$ cat src/rtl/rowunit_read_scheduler.sv
// Layered LDPC row-unit read scheduler: sweeps every layer's row addresses once per iteration,
// inserting a pipeline-drain gap between layers. Optional early termination via `EARLY_TERM_EN.
module rowunit_read_scheduler #(
  parameter int unsigned LAYERS     = 2,
  parameter int unsigned ADDRWIDTH  = 5,
  parameter int unsigned ADDRDEPTH  = 20,
  parameter int unsigned PIPESTAGES = 11,
  parameter int unsigned ITERW      = 5
) (
  input  logic                 clk,
  input  logic                 rst,
  input  logic                 start,
  input  logic [ITERW-1:0]     max_iter,
  input  logic                 parity_ok,
  output logic                 rdlayer,
  output logic [ADDRWIDTH-1:0] rdaddress,
  output logic                 rden_LLR,
  output logic                 rden_E,
  output logic                 busy,
  output logic                 done,
  output logic [ITERW-1:0]     iter_count
);

  localparam int unsigned LW = (LAYERS > 1) ? $clog2(LAYERS) : 1;
  localparam int unsigned GW = (PIPESTAGES > 1) ? $clog2(PIPESTAGES) : 1;

  typedef enum logic [1:0] {
    IDLE = 2'd0,
    READ = 2'd1,
    GAP  = 2'd2,
    FIN  = 2'd3
  } state_t;

  state_t           state;
  logic [LW-1:0]    layer;
  logic [GW-1:0]    gap_cnt;
  logic [ITERW-1:0] max_q;

  logic             last_addr_c;
  logic             last_gap_c;
  logic             last_layer_c;
  logic [LW-1:0]    layer_inc_c;
  logic [ITERW-1:0] iter_next_c;
  logic             stop_c;

  // Iteration bookkeeping; the counter saturates rather than wrapping.
  always_comb begin
    last_addr_c  = (rdaddress == ADDRWIDTH'(ADDRDEPTH - 1));
    last_gap_c   = (gap_cnt == GW'(PIPESTAGES - 1));
    last_layer_c = (layer == LW'(LAYERS - 1));
    layer_inc_c  = layer + LW'(1);
    iter_next_c  = (iter_count == {ITERW{1'b1}}) ? iter_count : iter_count + ITERW'(1);
  end

`ifdef EARLY_TERM_EN
  always_comb stop_c = (iter_next_c == max_q) || parity_ok;
`else
  logic unused_parity_ok;
  assign unused_parity_ok = parity_ok;
  always_comb stop_c = (iter_next_c == max_q);
`endif

  always_ff @(posedge clk or negedge rst) begin
    if (!rst) begin
      state      <= IDLE;
      layer      <= '0;
      gap_cnt    <= '0;
      max_q      <= '0;
      rdlayer    <= 1'b0;
      rdaddress  <= '0;
      rden_LLR   <= 1'b0;
      rden_E     <= 1'b0;
      busy       <= 1'b0;
      done       <= 1'b0;
      iter_count <= '0;
    end else begin
      done <= 1'b0;
      case (state)
        IDLE: begin
          if (start) begin
            if (max_iter != '0) begin
              state      <= READ;
              max_q      <= max_iter;
              iter_count <= '0;
              layer      <= '0;
              rdlayer    <= 1'b0;
              rdaddress  <= '0;
              rden_LLR   <= 1'b1;
              rden_E     <= 1'b0;
              busy       <= 1'b1;
            end else begin
              state <= FIN;
              done  <= 1'b1;
              busy  <= 1'b0;
            end
          end
        end

        READ: begin
          if (last_addr_c) begin
            state     <= GAP;
            gap_cnt   <= '0;
            rdaddress <= '0;
            rdlayer   <= 1'b0;
            rden_LLR  <= 1'b0;
            rden_E    <= 1'b0;
          end else begin
            rdaddress <= rdaddress + ADDRWIDTH'(1);
          end
        end

        // Read enables stay low while the previous layer's writeback drains.
        GAP: begin
          if (!last_gap_c) begin
            gap_cnt <= gap_cnt + GW'(1);
          end else if (!last_layer_c) begin
            state     <= READ;
            layer     <= layer_inc_c;
            rdlayer   <= 1'(layer_inc_c);
            rdaddress <= '0;
            rden_LLR  <= 1'b1;
            rden_E    <= (iter_count != '0);
          end else begin
            iter_count <= iter_next_c;
            layer      <= '0;
            if (stop_c) begin
              state <= FIN;
              done  <= 1'b1;
              busy  <= 1'b0;
            end else begin
              state     <= READ;
              rdlayer   <= 1'b0;
              rdaddress <= '0;
              rden_LLR  <= 1'b1;
              rden_E    <= (iter_next_c != '0);
            end
          end
        end

        FIN: begin
          state <= IDLE;
          busy  <= 1'b0;
        end

        default: state <= IDLE;
      endcase
    end
  end

endmodule
$ cat config.mk
export PLATFORM = sky130hd
export DESIGN_NAME = rowunit_read_scheduler
export DESIGN_NICKNAME = d
export VERILOG_FILES = /design/src/rtl/rowunit_read_scheduler.sv
export SDC_FILE = /design/constraint.sdc
export NUM_CORES = 1
export LEC_CHECK = 0
export BUFFER_PORTS_ARGS = -buffer_cell sky130_fd_sc_hd__buf_2
export CORE_MARGIN = 2
export CORE_UTILIZATION = 50
export DETAILED_ROUTE_END_ITERATION = 12
export GPL_TIMING_DRIVEN = 1
export HOLD_SLACK_MARGIN = 0.05
export PLACE_DENSITY = 0.71
export SYNTH_ARGS = -nofsm -noshare
export SYNTH_HDL_FRONTEND = slang
export SYNTH_SLANG_ARGS = --single-unit
$ cat constraint.sdc
create_clock -name clk -period 2.8 [get_ports clk]
set_input_delay 0.42 -clock clk [delete_from_list [all_inputs] [get_ports clk]]
set_output_delay 0.42 -clock clk [all_outputs]
set_load 0.005 [all_outputs]
==> summary by stage, run 1 <==
Layout
After routing the design area is ~1900 um^2. Of the cells placed in the final design, the portion with a size suffix greater than 1 is 0.228. The library cell used most frequently in the layout, excluding fill and tap cells, is sky130_fd_sc_hd__dfrtp_1. The filler cell count is between 300 and 400. In the layout the commonest cells are 27 x sky130_fd_sc_hd__dfrtp_1, 22 x sky130_fd_sc_hd__buf_2, 13 x sky130_fd_sc_hd__nor2_1.

The utilization of the core after routing is 0.568. The repair_antennas step left the layout with diodes totalling 0. The number of nets in the layout is approximately 210. The final non-filler cell total is 243. Relative to the synthesized area, the layout overhead comes to 8.37%.

Timing
The final period utilization is 0.853. Based on the critical path, the design can be clocked at up to between 0.4 and 0.5 GHz. The clock period minus final worst setup slack is ~2400 ps. The total negative setup slack is 0 ps. Setup violations remaining at the end of the flow were counted as 0. Setup repair after global routing left no endpoint under its margin.

The relative slew slack is 0.594. The final-report hold violation count was 0. The worst-case clock skew is 6.67 ps.

The actual transition at the worst max-transition pin is between 600 and 700 ps. The number of max-slew violations in the final report was 0.

Placed design
Port buffering added 22 buffers. The number of placed instances, taps included is 239. The routability congestion estimate is approximately 0.9. Detailed placement finished with a half-perimeter wire length of around 2700 um. The post-detailed-placement cell area is around 1900 um^2.

Floorplan
The starting density of the core is 0.524. The horizontal extent of the die is 63.1 um. The floorplan has 21 rows. The core area is 3340 um^2. The area of the die is 3990 um^2. The boundary pin count is 24. The y dimension of the die is about 63 um.

Clock tree
In this run the number of H-tree levels came out at 1. The worst-case clock buffer depth is 2. After clock tree synthesis, the clock-pin slew on the worst setup and hold paths is 150 ps. The CTS sink count is 27. The number of buffers added to fix hold violations after cts is 0. The root buffer cell chosen for the clock tree is sky130_fd_sc_hd__clkbuf_4. The worst-skew pair later-pin latency is ~330 ps.

Buffers inserted during clock tree synthesis total 3. The number of gates resized after CTS was 0. Post-CTS timing repair inserted 0 buffers for setup. The TritonCTS clock tree is built.

Logic synthesis
The commonest register cell after synthesis is sky130_fd_sc_hd__dfrtp_1. Of all flip-flops after synthesis, the portion carrying an async set or reset was 1.00. When the netlist entered floorplanning its net count stood at around 190. After synthesis the netlist holds a flip-flop and latch count of 27.

The summed instance area of the synthesized netlist is 1750 um^2. The average instance area after synthesis is roughly 9.8 um^2. Yosys mapped the design onto slightly below 60 distinct sky130hd cell types. In the synthesized netlist, the number of instances is 178. The part of the Yosys area used for sequential elements is 0.386. The number of synthesized flops with an enable pin is 0. The count of synthesis-stage warnings from yosys is 0.

Setup path
For flop-to-flop paths, the worst setup slack is approximately 410 ps. The worst reg2reg path startpoint is iter_count[0]$_DFFE_PN0P_. At the worst endpoint, the required time is slightly above 3000 ps. The kind of end point of the critical path is a flip-flop. The sort of element at the start of the critical path is a flip-flop. STA puts the critical path data arrival time at about 2600 ps. In this run the worst setup path terminates at rden_E$_DFFE_PN0P_.

The first element of the critical path is iter_count[0]$_DFFE_PN0P_. The setup path with the least slack is of type flip-flop to flip-flop. The terminus of the critical flop-to-flop path is rden_E$_DFFE_PN0P_. For the worst flop-to-flop path, the logic depth is 6.

Of all nets on the critical path, the largest fanout is 12.

Power
Dividing total power by cell area gives a power density of between 900 and 1000 nW/um^2. The total power of the final layout is ~1.7 mW. IR analysis of the VDD net gives a maximum drop of about 0.46 mV. The leakage component of the power is 0.869 nW.

Drt
The first-pass iteration count of the detailed router is 4. For this block, the initial DRC count from the detailed router was between 70 and 80. In this run the remaining antenna-violating nets after routing total 0. In the final routed layout, each cell accounts on average for roughly 15 um. The final layout contains routed wiring with a total length of around 3600 um. In the routed design, unresolved DRC markers number 0.

The routed via count is ~1,400. Dividing the detail-routed via count by the number of cells gives a little under 6.

GRT
The leftover overflow at the end of global routing is 0. The via count of the first global-routing pass came to between 1,000 and 1,500. The pin count of the biggest net entering global routing is 28.

The initial antenna violation count was 0. In the global route stage, overall resource usage came out at 0.192. The first-pass GRT wire length is about 6200 um.

Status
The flow ran to the end, and the final reports show no timing, DRC or antenna violations.

Min path
The path class of the tightest hold or removal check is input pin to async pin.

Job
The tool flagged a number of max-cap violations equal to 0.
worst max-delay path, stage by stage, from the launching register on:
cell and delay, ps:
sky130_fd_sc_hd__dfrtp_1 510, sky130_fd_sc_hd__ha_1 400, sky130_fd_sc_hd__a21bo_2 280, sky130_fd_sc_hd__mux2i_1 350, sky130_fd_sc_hd__nand2_1 230, sky130_fd_sc_hd__and4b_1 290
sky130_fd_sc_hd__o31ai_2 250
where the power goes:
group	internal [mW]	switching, mW	total, mW
combinational	0.409	0.430	0.840
sequential	0.532	0.200	0.731
clock	0.0548	0.123	0.177
total	0.996	0.753	1.75
worst min path at each step:
stage,from,cells after the start,end
3_5_place_dp,rst,1,gap_cnt[0]$_DFFE_PN0P_
4_1_cts,rst,1,gap_cnt[3]$_DFFE_PN0P_
5_1_grt,rst,1,rdaddress[4]$_DFFE_PN0P_
6_report,rst,1,gap_cnt[3]$_DFFE_PN0P_
2_1_floorplan,rst,0,busy$_DFFE_PN0P_
3_3_place_gp,rst,1,gap_cnt[0]$_DFFE_PN0P_
cells by family (layout without fill, tap and decap cells):
family | Yosys count | count (layout) | synth area share
and+or+nand+nor | 67 | 67 | 0.240
AOI/OAI and AO/OA | 49 | 49 | 0.210
DFF | 27 | 27 | 0.386
buffers and inverters | 16 | 35 | 0.0486
xor gates and xnor gates | 7 | 7 | 0.0351
muxes | 7 | 7 | 0.0443
adders and majority gates | 5 | 5 | 0.0358
cell type report:
class	count	area [um^2]	area share
tap	46	57.6	0.0304
inverter	9	33.8	0.0178
sequential	27	676	0.356
multi-input combinational	135	988	0.521
timing repair buffer	22	110	0.0581
clock buffer	3	22.5	0.0119
clock inverter	1	7.51	0.00396
cells in the mapped netlist, types with 2 or more instances:
library cell                 n  area (um^2)
sky130_fd_sc_hd__o21ai_0     9         45.0
sky130_fd_sc_hd__ha_1        5         62.6
sky130_fd_sc_hd__a22o_1      6         52.6
sky130_fd_sc_hd__nor2_1     13         48.8
sky130_fd_sc_hd__xnor2_1     5         43.8
sky130_fd_sc_hd__and2_1      2         12.5
sky130_fd_sc_hd__and3_1      5         31.3
sky130_fd_sc_hd__nand3_1     7         35.0
sky130_fd_sc_hd__a21oi_1    11         55.1
sky130_fd_sc_hd__buf_4       2         15.0
sky130_fd_sc_hd__xor2_1      2         17.5
sky130_fd_sc_hd__a31oi_1     3         18.8
sky130_fd_sc_hd__buf_6       2         22.5
sky130_fd_sc_hd__nand3b_1    2         15.0
sky130_fd_sc_hd__a41oi_1     3         26.3
sky130_fd_sc_hd__nor2b_1     3         18.8
sky130_fd_sc_hd__dfrtp_1    27          676
sky130_fd_sc_hd__or2_2       2         12.5
sky130_fd_sc_hd__mux2_2      6         67.6
sky130_fd_sc_hd__inv_1       9         33.8
sky130_fd_sc_hd__nand4bb_1   2         22.5
sky130_fd_sc_hd__nand4_1     2         12.5
sky130_fd_sc_hd__nand2b_1    2         12.5
sky130_fd_sc_hd__nand2_1    12         45.0
sky130_fd_sc_hd__or3_1       2         12.5
sky130_fd_sc_hd__and4b_1     2         20.0
stage by stage:
step                      hold WS, ps  setup WS, ps
after floorplan                   124           742
after global placement            461           508
after detailed placement          466           433
after CTS                        83.8           410
after global routing             91.5           286
final                            72.4           411
flip-flops by register name, summed over array words and instances (netlist names):
signal / count
done: 1
busy: 1
rden_LLR: 1
max_q: 5
gap_cnt: 4
rden_E: 1
rdlayer: 1
state: 2
last_layer_c: 1
rdaddress: 5
iter_count: 5
routing by layer:
metal / track usage / up-vias / part of all wire
met2: 0.347 / 17 / 0.50
met1: 0.247 / 713 / 0.48
met4: 0.0500 / 0 / 0.0099
met3: 0.0161 / 4 / 0.017
li1: - / 702 / -
met5: 0 / - / 0
Power figures use the tool's default switching activity.
==> run 2: changes to the inputs <==
--- a/config.mk
+++ b/config.mk
@@ -5,13 +5,14 @@
 export SDC_FILE = /design/constraint.sdc
 export NUM_CORES = 1
 export LEC_CHECK = 0
+export ABC_AREA = 0
 export BUFFER_PORTS_ARGS = -buffer_cell sky130_fd_sc_hd__buf_2
 export CORE_MARGIN = 2
 export CORE_UTILIZATION = 50
 export DETAILED_ROUTE_END_ITERATION = 12
 export GPL_TIMING_DRIVEN = 1
 export HOLD_SLACK_MARGIN = 0.05
-export PLACE_DENSITY = 0.71
+export PLACE_DENSITY = 0.75
 export SYNTH_ARGS = -nofsm -noshare
 export SYNTH_HDL_FRONTEND = slang
 export SYNTH_SLANG_ARGS = --single-unit
==> summary by stage, run 2 (synthesized netlist as in run 1, its figures left out) <==
Drt
The total wire length after detailed routing was 3800 um (+4.9%). The first-pass iteration count of the detailed router is 4 (unchanged). The count of unresolved DRC violations after routing is 0 (unchanged).

The count of nets left with antenna violations after detail routing is 0 (unchanged). The detail-routed via count per cell is 5.83 (-1.3%). The routed via count is 1,417 (-1.3%). The routed wire length per instance is 15.6 um (+4.9%). The number of DRC markers in iteration 0 is 51 (-33%).

Floorplan
The row count is 21 (unchanged). The core area is 3340 um^2 (unchanged). The y dimension of the die is 63.1 um (unchanged). The area of the die came to 3990 um^2 (unchanged). The horizontal extent of the die came to 63.1 um (unchanged). The starting density of the core is 0.524 (unchanged). The boundary pin count is 24 (unchanged).

Clock tree
The worst-case clock buffer depth is 2 (unchanged). The worst-skew pair later-pin latency is 340 ps (about the same). The number of gates given a new drive strength after cts is 0 (unchanged). The H-tree depth is 1 (unchanged). The root buffer cell chosen for the clock tree is sky130_fd_sc_hd__clkbuf_4. The clock edge transition at the registers on the reported setup and hold paths is 160 ps (about the same). The total clock buffers created by CTS is 3 (unchanged). The number of buffers inserted by post-CTS setup repair is 0 (unchanged). The TritonCTS clock tree is built. The number of buffers added to fix hold violations after cts is 0 (unchanged). The CTS sink count is 27 (unchanged).

Placed design
The routability congestion estimate is 0.848 (-3.2%). The post-detailed-placement half-perimeter wirelength is 2840 um (+3.3%). The worst setup slack before clock tree synthesis came to 448 ps (+15.7 ps). The count of buffers inserted at the top-level ports came to 22 (unchanged).

GRT
The first-pass GRT wire length is 6330 um (+1.4%). The overall track demand over capacity in global routing came to 0.199 (+0.00695). The via count of the first global-routing pass came to 1,336 (-2.7%). The initial antenna violation count was 0 (unchanged).

The leftover overflow at the end of global routing is 0 (unchanged). The pin count of the biggest net entering global routing is 28 (unchanged).

Setup path
The sort of element at the start of the critical path is a flip-flop. The data required time of the critical path came to 3070 ps (+20 ps). The critical path class is flip-flop to flip-flop. The worst path buffer plus inverter count came to 0 (unchanged). The maximum fanout along the worst path is 12 (unchanged). The critical path arrival was 2620 ps (-20 ps). The delay of the slowest cell on the worst path is 520 ps (about the same). The slowest stage cell on the critical path is sky130_fd_sc_hd__dfrtp_1. Walking the worst path, the cells encountered are ha_1 > nand4_4 > or3_4 > a2bb2oi_4 > nand4b_2 > a31oi_1. The kind of end point of the critical path is a flip-flop. The family with the most delay on the worst path is simple AND/OR/NAND/NOR gates.

Timing
The number of max-slew violations in the final report is 0 (unchanged). The worst setup margin is 446 ps (+35.4 ps). The clock period minus final worst setup slack is 2350 ps (-35.4 ps). The actual transition at the worst max-transition pin is 594 ps (-14.8 ps). Setup repair after global routing left no endpoint under its margin. The relative slew slack is 0.604 (+0.00984). The maximum frequency from static timing analysis is 0.425 GHz (+1.5%). The final number of setup-violating endpoints was 0 (unchanged). The worst-case clock skew was 8.73 ps (+2.06 ps). The final period utilization is 0.841 (-0.0127). The total negative setup slack is 0 ps (unchanged). The final-report hold violation count is 0 (unchanged).

Power
The clock network fraction of design power is 0.103 (+0.002). The cell-internal power is 0.997 mW (+0.12%). The proportion of power drawn by combinational gates is 0.482 (+0.002). The leakage component of the power was 0.869 nW (unchanged). The net switching share of the total power is 0.438 (+0.00736). The reported net switching power is 0.777 mW (+3.2%). The power density over cell area was 936 nW/um^2 (+1.4%). The relative contribution of sequential cells to total power is 0.415 (-0.003). The maximum vdd drop came to 0.460 mV (-0.36%).

Layout
The number of diodes is 0 (unchanged). The layout-stage area growth over the synthesis result is 8.37% (unchanged). The filler cell count is 304 (-6.2%).

The layout cell share with drive strength beyond 1 was 0.228 (unchanged). In the final layout, the registers with the most flip-flops are iter_count: 5 flops, max_q: 5 flops, rdaddress: 5 flops. In the layout the commonest cells are 27 x sky130_fd_sc_hd__dfrtp_1, 22 x sky130_fd_sc_hd__buf_2, 13 x sky130_fd_sc_hd__nor2_1. The number of nets in the layout is 212 (unchanged). The most frequent standard cell in the layout excluding fill and tap cells is sky130_fd_sc_hd__dfrtp_1.

Job
The max-cap check violation count is 0 (unchanged).

Status
The run finished with clean final reports.

Min path
The kind of path behind the tightest hold check is input pin to async pin.
run 2: final timing paths:
check / from / endpoint / slack (ps) / cells after the start
setup / recovery: iter_count[0]$_DFFE_PN0P_ / rdaddress[0]$_DFFE_PN0P_ / 450 / 6
setup reg to reg: iter_count[0]$_DFFE_PN0P_ / rdaddress[0]$_DFFE_PN0P_ / 450 / 6
hold reg to reg: max_q[0]$_DFFE_PN0P_ / max_q[0]$_DFFE_PN0P_ / 550 / 1
min in group clk: max_iter[3] / max_q[3]$_DFFE_PN0P_ / 330 / 2
hold / removal: rst / rden_LLR$_DFFE_PN0P_ / 60 / 1
max in group asynchronous: rst / last_layer_c$_DFFE_PN0P_ / 2350 / 1
run 2: final cells by class:
class	count	area [um^2]	share of cell area
multi-input combinational	135	988	0.521
sequential	27	676	0.356
timing repair buffer	22	110	0.0581
tap	46	57.6	0.0304
inverter	9	33.8	0.0178
clock buffer	3	22.5	0.0119
clock inverter	1	7.51	0.00396
run 2: metal layers:
layer,wire [um],vias up,track usage
li1,-,699,-
met1,1810,697,0.272
met2,1870,19,0.335
met3,95,2,0.0250
met4,23,0,0.0528
met5,0,-,0
run 2: power by group through the flow:
stage / registers [mW] / logic (mW) / clock network (mW)
after CTS: 0.734 / 0.857 / 0.186
after floorplan: 0.678 / 0.675 / 0
final: 0.736 / 0.855 / 0.182
after global placement: 0.729 / 0.812 / 0
after global routing: 0.764 / 0.949 / 0.198
after detailed placement: 0.742 / 0.852 / 0
run 2: through the flow:
stage | area [um^2] | utilization | instances | power, mW | hold slack [ps]
final | 1900 | 0.568 | 243 | 1.77 | 60.4
after global routing | 1900 | 0.568 | 243 | 1.91 | 100
after CTS | 1900 | 0.568 | 243 | 1.78 | 82.3
after detailed placement | 1870 | 0.559 | 239 | 1.59 | 466
after global placement | 1870 | 0.559 | 239 | 1.54 | 459
after floorplan | 1750 | - | 178 | 1.35 | 124
